`src/rtl/sys_mem_port_arbiter.sv`:
```
// Per-burst arbiter sharing the byte-wide sys memory port between the write and read engines.
// sys_rdata_i is sampled RD_LAT-1 cycles after sys_ren_o, so rd_rvalid_o lands RD_LAT cycles after it.
module sys_mem_port_arbiter #(
    parameter int AXI_AW = 32,
    parameter int RD_LAT = 1
) (
    input  logic              axi_clk_i,
    input  logic              axi_rstn_i,
    input  logic              wr_req_i,
    input  logic              wr_beat_i,
    input  logic [AXI_AW-1:0] wr_addr_i,
    input  logic [7:0]        wr_data_i,
    input  logic              wr_done_i,
    output logic              wr_gnt_o,
    input  logic              rd_req_i,
    input  logic              rd_beat_i,
    input  logic [AXI_AW-1:0] rd_addr_i,
    input  logic              rd_done_i,
    output logic              rd_gnt_o,
    output logic [7:0]        rd_rdata_o,
    output logic              rd_rvalid_o,
    output logic [AXI_AW-1:0] sys_addr_o,
    output logic [7:0]        sys_wdata_o,
    output logic              sys_wen_o,
    output logic              sys_ren_o,
    input  logic [7:0]        sys_rdata_i,
    output logic              err_drop_o
);

    typedef enum logic [1:0] {IDLE, GNT_WR, GNT_RD, DRAIN} state_e;

    state_e              state_q, state_d;
    logic                last_wr_q, last_wr_d;   // 0 = read engine owned the port last
    logic [RD_LAT-1:0]   vld_pipe_q;
    logic [AXI_AW-1:0]   sys_addr_q;
    logic [7:0]          sys_wdata_q;
    logic                sys_wen_q;
    logic                sys_ren_q;
    logic [7:0]          rd_rdata_q;
    logic                rd_rvalid_q;
    logic                err_q;

    logic wr_acc;
    logic rd_acc;
    logic pipe_busy;
    logic drop;

    assign wr_acc    = (state_q == GNT_WR) && wr_beat_i;
    assign rd_acc    = (state_q == GNT_RD) && rd_beat_i;
    assign pipe_busy = |vld_pipe_q;
    assign drop      = (wr_beat_i && (state_q != GNT_WR)) || (rd_beat_i && (state_q != GNT_RD));

    always_comb begin
        state_d   = state_q;
        last_wr_d = last_wr_q;
        case (state_q)
            IDLE: begin
                if (!pipe_busy) begin
                    if (wr_req_i && (!rd_req_i || !last_wr_q)) begin
                        state_d = GNT_WR;
                    end else if (rd_req_i) begin
                        state_d = GNT_RD;
                    end
                end
            end
            GNT_WR: begin
                if (wr_done_i) begin
                    state_d   = IDLE;
                    last_wr_d = 1'b1;
                end
            end
            GNT_RD: begin
                if (rd_done_i) begin
                    state_d   = DRAIN;
                    last_wr_d = 1'b0;
                end
            end
            DRAIN: begin
                // Hold off any new grant until every outstanding read byte has returned.
                if (!pipe_busy) begin
                    state_d = IDLE;
                end
            end
            default: state_d = IDLE;
        endcase
    end

    always_ff @(posedge axi_clk_i) begin
        if (!axi_rstn_i) begin
            state_q     <= IDLE;
            last_wr_q   <= 1'b0;
            vld_pipe_q  <= '0;
            sys_addr_q  <= '0;
            sys_wdata_q <= '0;
            sys_wen_q   <= 1'b0;
            sys_ren_q   <= 1'b0;
            rd_rdata_q  <= '0;
            rd_rvalid_q <= 1'b0;
            err_q       <= 1'b0;
        end else begin
            state_q   <= state_d;
            last_wr_q <= last_wr_d;

            vld_pipe_q[0] <= rd_acc;
            for (int i = 1; i < RD_LAT; i++) begin
                vld_pipe_q[i] <= vld_pipe_q[i-1];
            end

            sys_wen_q <= wr_acc;
            sys_ren_q <= rd_acc;
            if (wr_acc) begin
                sys_addr_q  <= wr_addr_i;
                sys_wdata_q <= wr_data_i;
            end else if (rd_acc) begin
                sys_addr_q  <= rd_addr_i;
            end

            rd_rvalid_q <= vld_pipe_q[RD_LAT-1];
            if (vld_pipe_q[RD_LAT-1]) begin
                rd_rdata_q <= sys_rdata_i;
            end

            if (drop) begin
                err_q <= 1'b1;
            end
        end
    end

    assign wr_gnt_o    = (state_q == GNT_WR);
    assign rd_gnt_o    = (state_q == GNT_RD);
    assign sys_addr_o  = sys_addr_q;
    assign sys_wdata_o = sys_wdata_q;
    assign sys_wen_o   = sys_wen_q;
    assign sys_ren_o   = sys_ren_q;
    assign rd_rdata_o  = rd_rdata_q;
    assign rd_rvalid_o = rd_rvalid_q;
    assign err_drop_o  = err_q;

endmodule
```
`config.mk`:
```
export PLATFORM = sky130hd
export DESIGN_NAME = sys_mem_port_arbiter
export DESIGN_NICKNAME = d
export VERILOG_FILES = /design/src/rtl/sys_mem_port_arbiter.sv
export SDC_FILE = /design/constraint.sdc
export NUM_CORES = 1
export LEC_CHECK = 0
export BUFFER_PORTS_ARGS = -buffer_cell sky130_fd_sc_hd__clkbuf_2
export CAP_MARGIN = 20
export CORE_ASPECT_RATIO = 2
export CORE_MARGIN = 2
export CORE_UTILIZATION = 46
export DETAILED_ROUTE_END_ITERATION = 10
export PLACE_DENSITY_LB_ADDON = 0.3
export SYNTH_ARGS = -nofsm -noshare
export SYNTH_HDL_FRONTEND = slang
export SYNTH_SLANG_ARGS = --single-unit
```
`constraint.sdc`:
```
create_clock -name axi_clk_i -period 4 [get_ports axi_clk_i]
set_input_delay 0.4 -clock axi_clk_i [delete_from_list [all_inputs] [get_ports axi_clk_i]]
set_output_delay 0.4 -clock axi_clk_i [all_outputs]
set_load 0.02 [all_outputs]
```
# ---- After elaboration in Yosys (flattened, before gate mapping)
# Cells that the tools add are included.
dict set report word_totals {
  mem_bits_rw 0
  ff_bits 55
  romBits 0
  wordCells 45
  latch_bits 0
  output_inout_bits 54
  n_memories 0
}
dict set report op_classes {
  magnitude_cmp 0
  add_sub_neg 0
  bitwise_logic 0
  muxes 12
  eq_ne 10
  n_div 0
  n_reduce_logical 14
  n_shift 0
  multipliers 0
}
# operator count
set ops {}
lappend ops {{2-to-1 mux 32 bit} 2}
lappend ops {{2-to-1 mux 2 bit} 6}
lappend ops {{!= test 2 bit (second input constant)} 5}
lappend ops {{one-hot mux 2 bit (4 select lines)} 1}
lappend ops {{logical AND 1 bit} 5}
lappend ops {{AND reduction 5 bit} 1}
lappend ops {{== test 2 bit (second input constant)} 2}
lappend ops {{nonzero test 2 bit} 2}
lappend ops {{!= test 3 bit (second input constant)} 1}
lappend ops {{AND reduction 3 bit} 1}
lappend ops {{== test 2 x 1 -> 1 bit (second input constant)} 1}
lappend ops {{logical NOT 1 bit} 2}
lappend ops {{logical NOT 2 bit} 1}
lappend ops {{logical OR 1 bit} 2}
lappend ops {{2-to-1 mux 1 bit} 2}
lappend ops {{!= test 2 x 1 -> 1 bit (second input constant)} 1}
lappend ops {{one-hot mux 1 bit (2 select lines)} 1}

# ---- Logic depth before layout (Yosys ltp)
# Gate-level depths: netlist of the first run.
dict set report depth {
  ltp_word 6
  mapped_depth 6
  mapped_depth_nobuf 4
}

# ---- Least setup slack after synthesis of the first run
# OpenSTA, ideal clock, no wires.
dict set report synth_path {
  kind {flip-flop to flip-flop}
  from {register, netlist name sys_ren_o}
  to {register state_q[0]}
  path_stages_with_launch 5
  path_slack_ns 2.653
  arrival_time_ns 1.275
  setup_ns 0.072
  path_cell_list {dfxtp_1 > clkbuf_1 > nor3_1 > nor2_1 > mux2i_1}
}
# item line_no
set synth_rtl {}
lappend synth_rtl {{to (signal assigned)} 101} ;# state_q <= state_d;
lappend synth_rtl {{to (decl)} 32} ;# state_e state_q, state_d;

# ---- Worst setup path in the final report of the first run
dict set report layout_path {
  from {register state_q[0]}
  to {register sys_addr_q[4], in the netlist sys_addr_o[4]}
}
dict set report layout_between {
  elab_chain_cells 3
  word_cells_on_any_way 6
  cone_classes {eq/ne (2); mux (1); reduce/logical (3)}
}
# item line_no
set layout_lines {}
lappend layout_lines {{== test 2 x 1 -> 1 bit / == test 2 bit (equally long branches)} {48, 49}}
lappend layout_lines {{logical AND 1 bit, on equally long branches} {48, 49}}
lappend layout_lines {{2-to-1 mux 32 bit / nonzero test 2 bit (equally long branches)} --}
lappend layout_lines {{to (signal assigned)} 112} ;# sys_addr_q <= wr_addr_i;
lappend layout_lines {{to (signal assigned)} 115} ;# sys_addr_q <= rd_addr_i;
lappend layout_lines {{to (decl)} 35} ;# logic [AXI_AW-1:0] sys_addr_q;
# Several ways; a longest one is shown, not always the timed one.
# A chain may end at the register's enable or synchronous reset.

==> metrics.md, run 1 <==
| Metric | Value |
|---|---|
| Status | completed |
| Maximum clock path buffer count | 2 |
| Hold Crit Class | input port to flop |
| Worst-Skew Late Latency | between 0.3 and 0.4 ns |
| Fin crit period | 2.06 ns |
| Fill count | about 470 |
| Worst Clk Skew | roughly 0.0063 ns |
| H-tree Lvls | 2 |
| Die width | around 54 um |
| Inserted Diodes | 0 |
| Slew HR | 49.7% |
| Arr. time, crit path | ~2.3 ns |
| Final setup TNS | 0 ns |
| WL/cell | 13.2 um |
| Hold depth | 3 |
| Net Sw Frac | 33.9% |
| CTS Sinks | 55 |
| Cell Int Power | ~910 uW |
| Synth warn | 0 |
| Synthesized Nets | approximately 330 |
| Die H | 103 um |
| CTS Buf Count | 5 |
| Comb pwr share | between 30% and 40% |
| R2r startpoint | state_q[0]$_SDFFE_PN0P_ |
| Pwr dens | between 400 and 500 nW/um^2 |
| CP Class | flop to flop |
| Total gr overflow | 0 |
| Layout cells sized above 1 | 43.2% |
| Cts hold-fix bufs | 0 |
| Synth cell types | 26 |
| Pin count of the biggest net entering global routing | 65 |
| DRC | 0 |
| Hold Startpoint | wr_data_i[0] |
| Via count | 2189 |
| Synthesized cell area | between 2000 and 2500 um^2 |
| Starting Density | 47.2% |
| Leakage | ~0.0016 uW |
| Slew @ Worst Pin | roughly 0.75 ns |
| Ys flop type | dfxtp_1 |
| Die ar. | 5560 um^2 |
| RR Endpoint | sys_addr_o[4]$_SDFFE_PN0P_ |
| Vias in the first global route | a little under 2000 |
| Mean post-synth cell area | 9.44 um^2 |
| Unrepaired setup endpoints after global routing | false |
| Sw power | approximately 470 uW |
| Routed Antenna Nets | 0 |
| Post-synth EDFFs | 0 |
| Commonest non-fill, non-tap cell in the layout | clkbuf_2 |
| Gr usage total | about a fifth |
| Fin crit share | between 50% and 60% |
| Post-CTS setup buffers | 0 |
| Final hold violations | 0 |
| Multi-input gate area | 1050 um^2 |
| CP Capture Type | flop |
| Slew Limit Fails | 0 |
| Rows | 36 |
| Reg2Reg Depth | 5 |
| Cell count after synthesis | ~240 |
| TritonCTS clock tree | yes |
| Max VDD drop | around 0.34 mV |
| Post-Route WL | 5.65 mm |
| Initial DRC count | 22 |
| HPWL Detailed | 4.20 mm |
| Storage element area | between 1000 and 1500 um^2 |
| First-pass GRT wire length | roughly 8.1 mm |
| Worst Hold Path EP | sys_wdata_o[0]$_SDFFE_PN0N_ |
| Most frequent cells in the layout | 141 x clkbuf_2, 55 x dfxtp_1, 45 x a21oi_1, 41 x mux2i_1, 20 x o21ai_1 |
| Hold Slack | between 0.3 and 0.4 ns |
| Finish-stage setup viols | 0 |
| Port Buffers | around 140 |
| Util after Layout | 63.3% |
| I/O pins | around 140 |
| Seq/Total Area, Yosys | 48.4% |
| Area growth syn-to-layout | 34.2% |
| Reg-to-reg setup timing slack | between 1.5 and 2 ns |
| Worst EP required | roughly 4.2 ns |
| Flop pwr share | around half |
| Worst Path Max Fanout | 38 |
| Synth Register Bits | 55 |
| Routability Congestion | about 0.74 |
| Final nets | ~460 |
| CTS Root Cell | clkbuf_8 |
| Core Area | 4820 um^2 |
| Maxcap violations | 0 |
| Routed vias/inst | just over 5 |
| DRT Pass-1 Iters | 4 |
| Worst setup path start | state_q[0]$_SDFFE_PN0P_ |
| Cts repair resizes | 0 |
| Element type at the critical path start | flop |
| Clock share of power | roughly 20% |
| Reg clk slew, reported paths | around 0.090 ns |
| Initial antenna violation count | 0 |
| FMAX | ~500 MHz |
| Synth async-reset ratio | 0% |
state kept, by name (all words and copies together) (netlist names):
register / flops
last_wr_q: 1
state_q: 2
rd_rdata_o: 8
rd_rvalid_o: 1
sys_wdata_o: 8
err_drop_o: 1
sys_addr_o: 32
sys_wen_o: 1
sys_ren_o: 1
stage by stage:
| stage | worst slack (ns) | instance area (um^2) | cells | total power (uW) |
|---|---|---|---|---|
| floorplan | 2.65 | 2270 | 241 | 976 |
| global placement | 1.68 | 2940 | 419 | 1100 |
| detailed placement | 1.64 | 2940 | 419 | 1110 |
| CTS | 1.63 | 3010 | 425 | 1390 |
| global route | 1.64 | 3050 | 427 | 1470 |
| finish | 1.94 | 3050 | 427 | 1380 |
cell usage after synthesis (2+ instances only):
cell type  count  area share (%)
o21ai_1       20             4.4
nand3_1        8             1.8
nand2b_1       2            0.55
buf_6          3             1.5
nor2_1        14             2.3
clkbuf_1       7             1.2
a21oi_1       45             9.9
o21ai_2        8             3.1
o21ai_0        4            0.88
nand2_1       10             1.7
dfxtp_1       55              48
buf_2          9             2.0
inv_1          3            0.50
mux2i_1       41              18
logic make-up after synthesis:
family	count (synthesis)	share of synthesized area, %
muxes	41	18.0
DFF	55	48.4
and+or+nand+nor	40	8.14
AOI/OAI and AO/OA	82	20.0
buffers and inverters	23	5.45
power groups by stage:
stage	clock, uW	sequential (uW)	combinational [uW]
6_report	280	671	432
5_1_grt	315	681	474
4_1_cts	294	672	426
3_5_place_dp	0	683	425
3_3_place_gp	0	682	417
2_1_floorplan	0	757	219
critical path, cell delays in order (launching register included):
cell	delay, ns
dfxtp_1	0.44
nor2b_2	0.47
a22o_2	0.55
buf_12	0.27
o21ai_0	0.10
a21oi_1	0.15
worst max-delay path by stage:
stage                                            end  slack (ns)
after floorplan              state_q[0]$_SDFFE_PN0P_        2.65
after global placement    sys_addr_o[7]$_SDFFE_PN0P_        1.68
after detailed placement  sys_addr_o[7]$_SDFFE_PN0P_        1.64
after CTS                 sys_addr_o[7]$_SDFFE_PN0P_        1.63
after global routing      sys_addr_o[4]$_SDFFE_PN0P_        1.64
final                     sys_addr_o[4]$_SDFFE_PN0P_        1.94
layout make-up:
| type | instances | share of cell area [%] |
|---|---|---|
| timing repair buffer | 143 | 24.4 |
| clock buffer | 6 | 2.38 |
| sequential | 55 | 36.1 |
| inverter | 3 | 0.369 |
| tap | 57 | 2.34 |
| multi-input combinational | 163 | 34.4 |
layer usage:
layer / up-vias / global-route usage [%] / part of all wire, %
li1: 1109 / - / -
met1: 981 / 17.8 / 35
met2: 90 / 38.4 / 55
met3: 9 / 6.03 / 7.6
met4: 0 / 9.47 / 2.0
met5: - / 0 / 0
(Power assumes the default switching activity.)
==> inputs of run 2 (changes only) <==
CORE_UTILIZATION = 42   (was 46)
clock period = 2 ns   (was 4 ns; I/O delays follow)
==> metrics.md, run 2 (synthesis gave the netlist of run 1 again) <==
| Metric | Value |
|---|---|
| CTS Root Cell | clkbuf_8 |
| Hold Startpoint | wr_data_i[7] |
| Leakage | 0.00166 uW |
| Storage element area | 1100 um^2 |
| Routability Congestion | 0.787 |
| Arr. time, crit path | 1.82 ns |
| Multi-input gate area | ~1100 um^2 |
| DRT Pass-1 Iters | 4 |
| Pwr dens | 932 nW/um^2 |
| Max reg flops | 32 |
| Post-CTS setup buffers | 0 |
| Unrepaired setup endpoints after global routing | false |
| CP endpoint | sys_addr_o[12]$_SDFFE_PN0P_ |
| FMAX | 614 MHz |
| RR Endpoint | sys_addr_o[12]$_SDFFE_PN0P_ |
| Final nets | around 460 |
| Layout cells sized above 1 | 44.0% |
| Worst setup path start | state_q[0]$_SDFFE_PN0P_ |
| Reg clk slew, reported paths | around 0.090 ns |
| Worst-Skew Late Latency | 0.31 ns |
| Final Cell Area | slightly above 3000 um^2 |
| Pin count of the biggest net entering global routing | 65 |
| Slew HR | between 50% and 60% |
| Starting Density | around 44% |
| Routed vias/inst | between 5 and 6 |
| Inserted Diodes | 0 |
| CTS Sinks | 55 |
| Fill count | around 510 |
| Area growth syn-to-layout | 35.9% |
| Cts repair resizes | 0 |
| Worst EP required | 2.19 ns |
| Reg2Reg Depth | 5 |
| HPWL Detailed | approximately 4.3 mm |
| Reg-to-reg setup timing slack | 0.37 ns |
| Initial antenna violation count | 0 |
| Final hold violations | 0 |
| H-tree Lvls | 2 |
| Fin crit share | between 80% and 90% |
| Fin crit period | ~1.6 ns |
| Finish-stage setup viols | 0 |
| Slew @ Worst Pin | 0.622 ns |
| Max VDD drop | 0.700 mV |
| WL/cell | 13.5 um |
| Hold Crit Class | input port to flop |
| Die H | 108 um |
| Port Buffers | 141 |
| Gr usage total | between 10% and 20% |
| CP Class | flop to flop |
| First-pass GRT wire length | 8.87 mm |
| DRC | 0 |
| Final setup TNS | 0 ns |
| CP Capture Type | flop |
| R2r startpoint | state_q[0]$_SDFFE_PN0P_ |
| Die ar. | between 6000 and 7000 um^2 |
| Die width | 56.0 um |
| Slew Limit Fails | 0 |
| TritonCTS clock tree | yes |
| Post-Route WL | 5.86 mm |
| Cell Area, Placed | 2990 um^2 |
| Initial DRC count | 34 |
| Worst Path Max Fanout | 41 |
| Status | completed |
| Maxcap violations | 0 |
| Element type at the critical path start | flop |
| Vias in the first global route | 2082 |
| I/O pins | around 140 |
| Most frequent cells in the layout | 141 x clkbuf_2, 55 x dfxtp_1, 45 x a21oi_1, 41 x mux2i_1, 20 x o21ai_1 |
| Commonest non-fill, non-tap cell in the layout | clkbuf_2 |
| Final WS setup | ~0.37 ns |
| Cts hold-fix bufs | 0 |
| Post-Place Setup Slack | roughly 0.38 ns |
| Routed Antenna Nets | 0 |
| Core Area | ~5200 um^2 |
| CTS Buf Count | 5 |
| Worst Clk Skew | around 0.007 ns |
| Maximum clock path buffer count | 2 |
| Total gr overflow | 0 |
| Rows | 37 |
| Via count | 2240 |
==> run 2: where the power goes <==
group | total, uW | leakage (uW) | switching (uW) | internal [uW]
sequential | 1340 | 0.000449 | 95.2 | 1240
combinational | 878 | 0.00116 | 523 | 355
clock | 666 | 0.0000515 | 349 | 317
total | 2880 | 0.00166 | 967 | 1910
==> run 2: routing by layer <==
| metal | GRT usage [%] | vias up | routed length (um) |
|---|---|---|---|
| met5 | 0 | - | 0 |
| li1 | - | 1109 | - |
| met1 | 18.2 | 1027 | 2060 |
| met2 | 34.2 | 92 | 3240 |
| met4 | 10.2 | 0 | 166 |
| met3 | 4.90 | 12 | 390 |
==> run 2: layout make-up <==
class                   instances  area share (%)
flip-flops and latches         55            35.6
multi-input cells             163            34.0
repair buffers                146            24.4
clock buffers                   8            3.24
well taps                      58            2.35
inverters                       3           0.364
==> run 2: critical path: stages (launching register included) <==
cell	delay, ns
dfxtp_1	0.37
nor2b_2	0.19
nand2_2	0.07
buf_4	0.50
mux2i_1	0.26
a21oi_1	0.08
==> run 2: worst min-delay path by stage <==
stage / endpoint / slack, ns / cells past startpoint
5_1_grt: sys_wdata_o[3]$_SDFFE_PN0N_ / 0.11 / 3
4_1_cts: sys_wdata_o[1]$_SDFFE_PN0N_ / 0.10 / 3
2_1_floorplan: sys_ren_o$_SDFF_PN0_ / 0.35 / 1
3_3_place_gp: rd_rdata_o[4]$_SDFFE_PN0P_ / 0.44 / 3
3_5_place_dp: rd_rdata_o[4]$_SDFFE_PN0P_ / 0.45 / 3
6_report: sys_wdata_o[7]$_SDFFE_PN0N_ / 0.12 / 3
==> run 2: through the flow <==
stage	hold slack, ns	utilization [%]	total power, uW	std cells
after floorplan	0.346	-	1950	241
after global placement	0.438	57.7	2220	425
after detailed placement	0.445	57.7	2240	425
after CTS	0.102	59.6	2920	433
after global routing	0.110	59.6	3020	433
final	0.119	59.6	2880	433
==> inputs of run 3 (changes only) <==
clock period = 1.65 ns   (was 2 ns; I/O delays follow)
==> metrics.md, run 3 (synthesis gave the netlist of run 1 again) <==
| Metric | Value |
|---|---|
| CTS Root Cell | clkbuf_8 |
| Unrepaired setup endpoints after global routing | false |
| FMAX | about 670 MHz |
| Pwr dens | about 1200 nW/um^2 |
| Maxcap violations | 0 |
| Reg clk slew, reported paths | approximately 0.1 ns |
| Met3 wire length | a little over 300 um |
| Element type at the critical path start | flop |
| DRT Pass-1 Iters | 4 |
| CP Capture Type | primary output |
| Commonest non-fill, non-tap cell in the layout | clkbuf_2 |
| Die width | 56.0 um |
| Initial DRC count | 47 |
| Cts repair resizes | 0 |
| Rows | 37 |
| Sw power | between 1000 and 1500 uW |
| First-pass GRT wire length | roughly 8.8 mm |
| Max VDD drop | 0.935 mV |
| Leakage | 0.00169 uW |
| Port Buffers | roughly 140 |
| Area growth syn-to-layout | 38.7% |
| Layout cells sized above 1 | between 40 and 50% |
| TritonCTS clock tree | yes |
| Final setup TNS | 0 ns |
| Finish-stage setup viols | 0 |
| Net Sw Frac | between 30% and 40% |
| Max reg flops | 32 |
| Post-Route WL | about 5.7 mm |
| I/O pins | approximately 140 |
| Hold Crit Class | input port to flop |
| Vias in the first global route | about 2100 |
| Routability Congestion | ~0.76 |
| Gr usage total | between 10% and 20% |
| Slew @ Worst Pin | approximately 0.38 ns |
| CTS Buf Count | 5 |
| Starting Density | 43.9% |
| Top layer in use | met4 |
| Worst-Skew Late Latency | roughly 0.30 ns |
| Inserted Diodes | 0 |
| Total gr overflow | 0 |
| Worst EP required | 1.48 ns |
| Cell Int Power | roughly 2600 uW |
| Slew HR | about 75% |
| Die ar. | slightly above 6000 um^2 |
| Final hold violations | 0 |
| Maximum clock path buffer count | 2 |
| Routed Antenna Nets | 0 |
| Core Area | roughly 5200 um^2 |
| Via count | about 2200 |
| Flop pwr share | 43.4% |
| Fin crit period | ~1.5 ns |
| Cts hold-fix bufs | 0 |
| DRC | 0 |
| Worst Clk Skew | between 0.007 and 0.008 ns |
| Die H | approximately 110 um |
| Clock share of power | 27.5% |
| Pin count of the biggest net entering global routing | 36 |
| Fin crit share | 90.6% |
| CP Class | flop to primary output |
| Post-CTS setup buffers | 0 |
| Post-Place Setup Slack | 0.132 ns |
| Worst Path Max Fanout | 10 |
| Most frequent cells in the layout | 141 x clkbuf_2, 54 x dfxtp_1, 45 x a21oi_1, 41 x mux2i_1, 20 x o21ai_1 |
| Arr. time, crit path | between 1 and 1.5 ns |
| Comb pwr share | between 20 and 30% |
| Slew Limit Fails | 0 |
| Initial antenna violation count | 0 |
| H-tree Lvls | 2 |
| CTS Sinks | between 50 and 60 |
| Status | completed |
| Met1 wire length | between 2 and 2.5 mm |
| WL/cell | between 10 and 15 um |
| Routed vias/inst | 5.16 |
| Met2 WL | ~3.2 mm |
| HPWL Detailed | 4.37 mm |
| Final WS setup | around 0.16 ns |
| Final nets | 465 |
-- run 3: cell count changes in the layout (fill, tap and decap cells not counted), sizes merged --
cell | before | now
bufinv | 0 | 2
clkbuf | 149 | 147
buf | 5 | 8
-- run 3: path summary, 6_finish.rpt --
check                              startpoint                          end  slack, ns  depth (start not counted)
setup / recovery      state_q[0]$_SDFFE_PN0P_                     wr_gnt_o       0.16                          3
hold / removal                   wr_data_i[4]  sys_wdata_o[4]$_SDFFE_PN0N_        0.1                          3
setup reg to reg      state_q[1]$_SDFFE_PN0P_   sys_addr_o[9]$_SDFFE_PN0P_       0.21                          5
hold reg to reg   sys_wdata_o[2]$_SDFFE_PN0N_  sys_wdata_o[2]$_SDFFE_PN0N_       0.46                          2
-- run 3: power groups by stage --
stage / clock (uW) / combinational, uW / sequential, uW
floorplan: 0 / 532 / 1830
global placement: 0 / 1060 / 1640
detailed placement: 0 / 1090 / 1640
CTS: 1050 / 1090 / 1620
global route: 1090 / 1180 / 1640
finish: 1020 / 1090 / 1620
-- run 3: metrics by stage --
step / util, % / instance area, um^2 / power, uW / hold slack, ns / instances
after detailed placement: 58.1 / 3010 / 2730 / 0.411 / 428
after global routing: 60.9 / 3160 / 3920 / 0.0911 / 436
after floorplan: - / 2270 / 2370 / 0.311 / 241
after CTS: 60.7 / 3150 / 3750 / 0.0897 / 436
after global placement: 58.1 / 3010 / 2700 / 0.403 / 428
final: 60.9 / 3160 / 3730 / 0.0956 / 436
-- run 3: final cells by class --
class                           instances  area, um^2
Clock buffer                            6        72.6
Clock inverter                          2        60.1
Fill cell                             500        2030
Inverter                                3        11.3
Multi-Input combinational cell        163        1050
Sequential cell                        55        1100
Tap cell                               58        72.6
Timing Repair Buffer                  149         786
-- run 3: critical path, cell delays in order, from the launching register on --
cell and delay [ns]:
dfxtp_2 0.40, nor2b_2 0.24, buf_4 0.21, clkbuf_2 0.18
-- run 3: per-layer routing --
layer / GRT usage (%) / vias to the layer above
li1: - / 1119
met3: 3.23 / 10
met4: 7.31 / 0
met5: 0 / -
met1: 19.5 / 1032
met2: 33.9 / 87
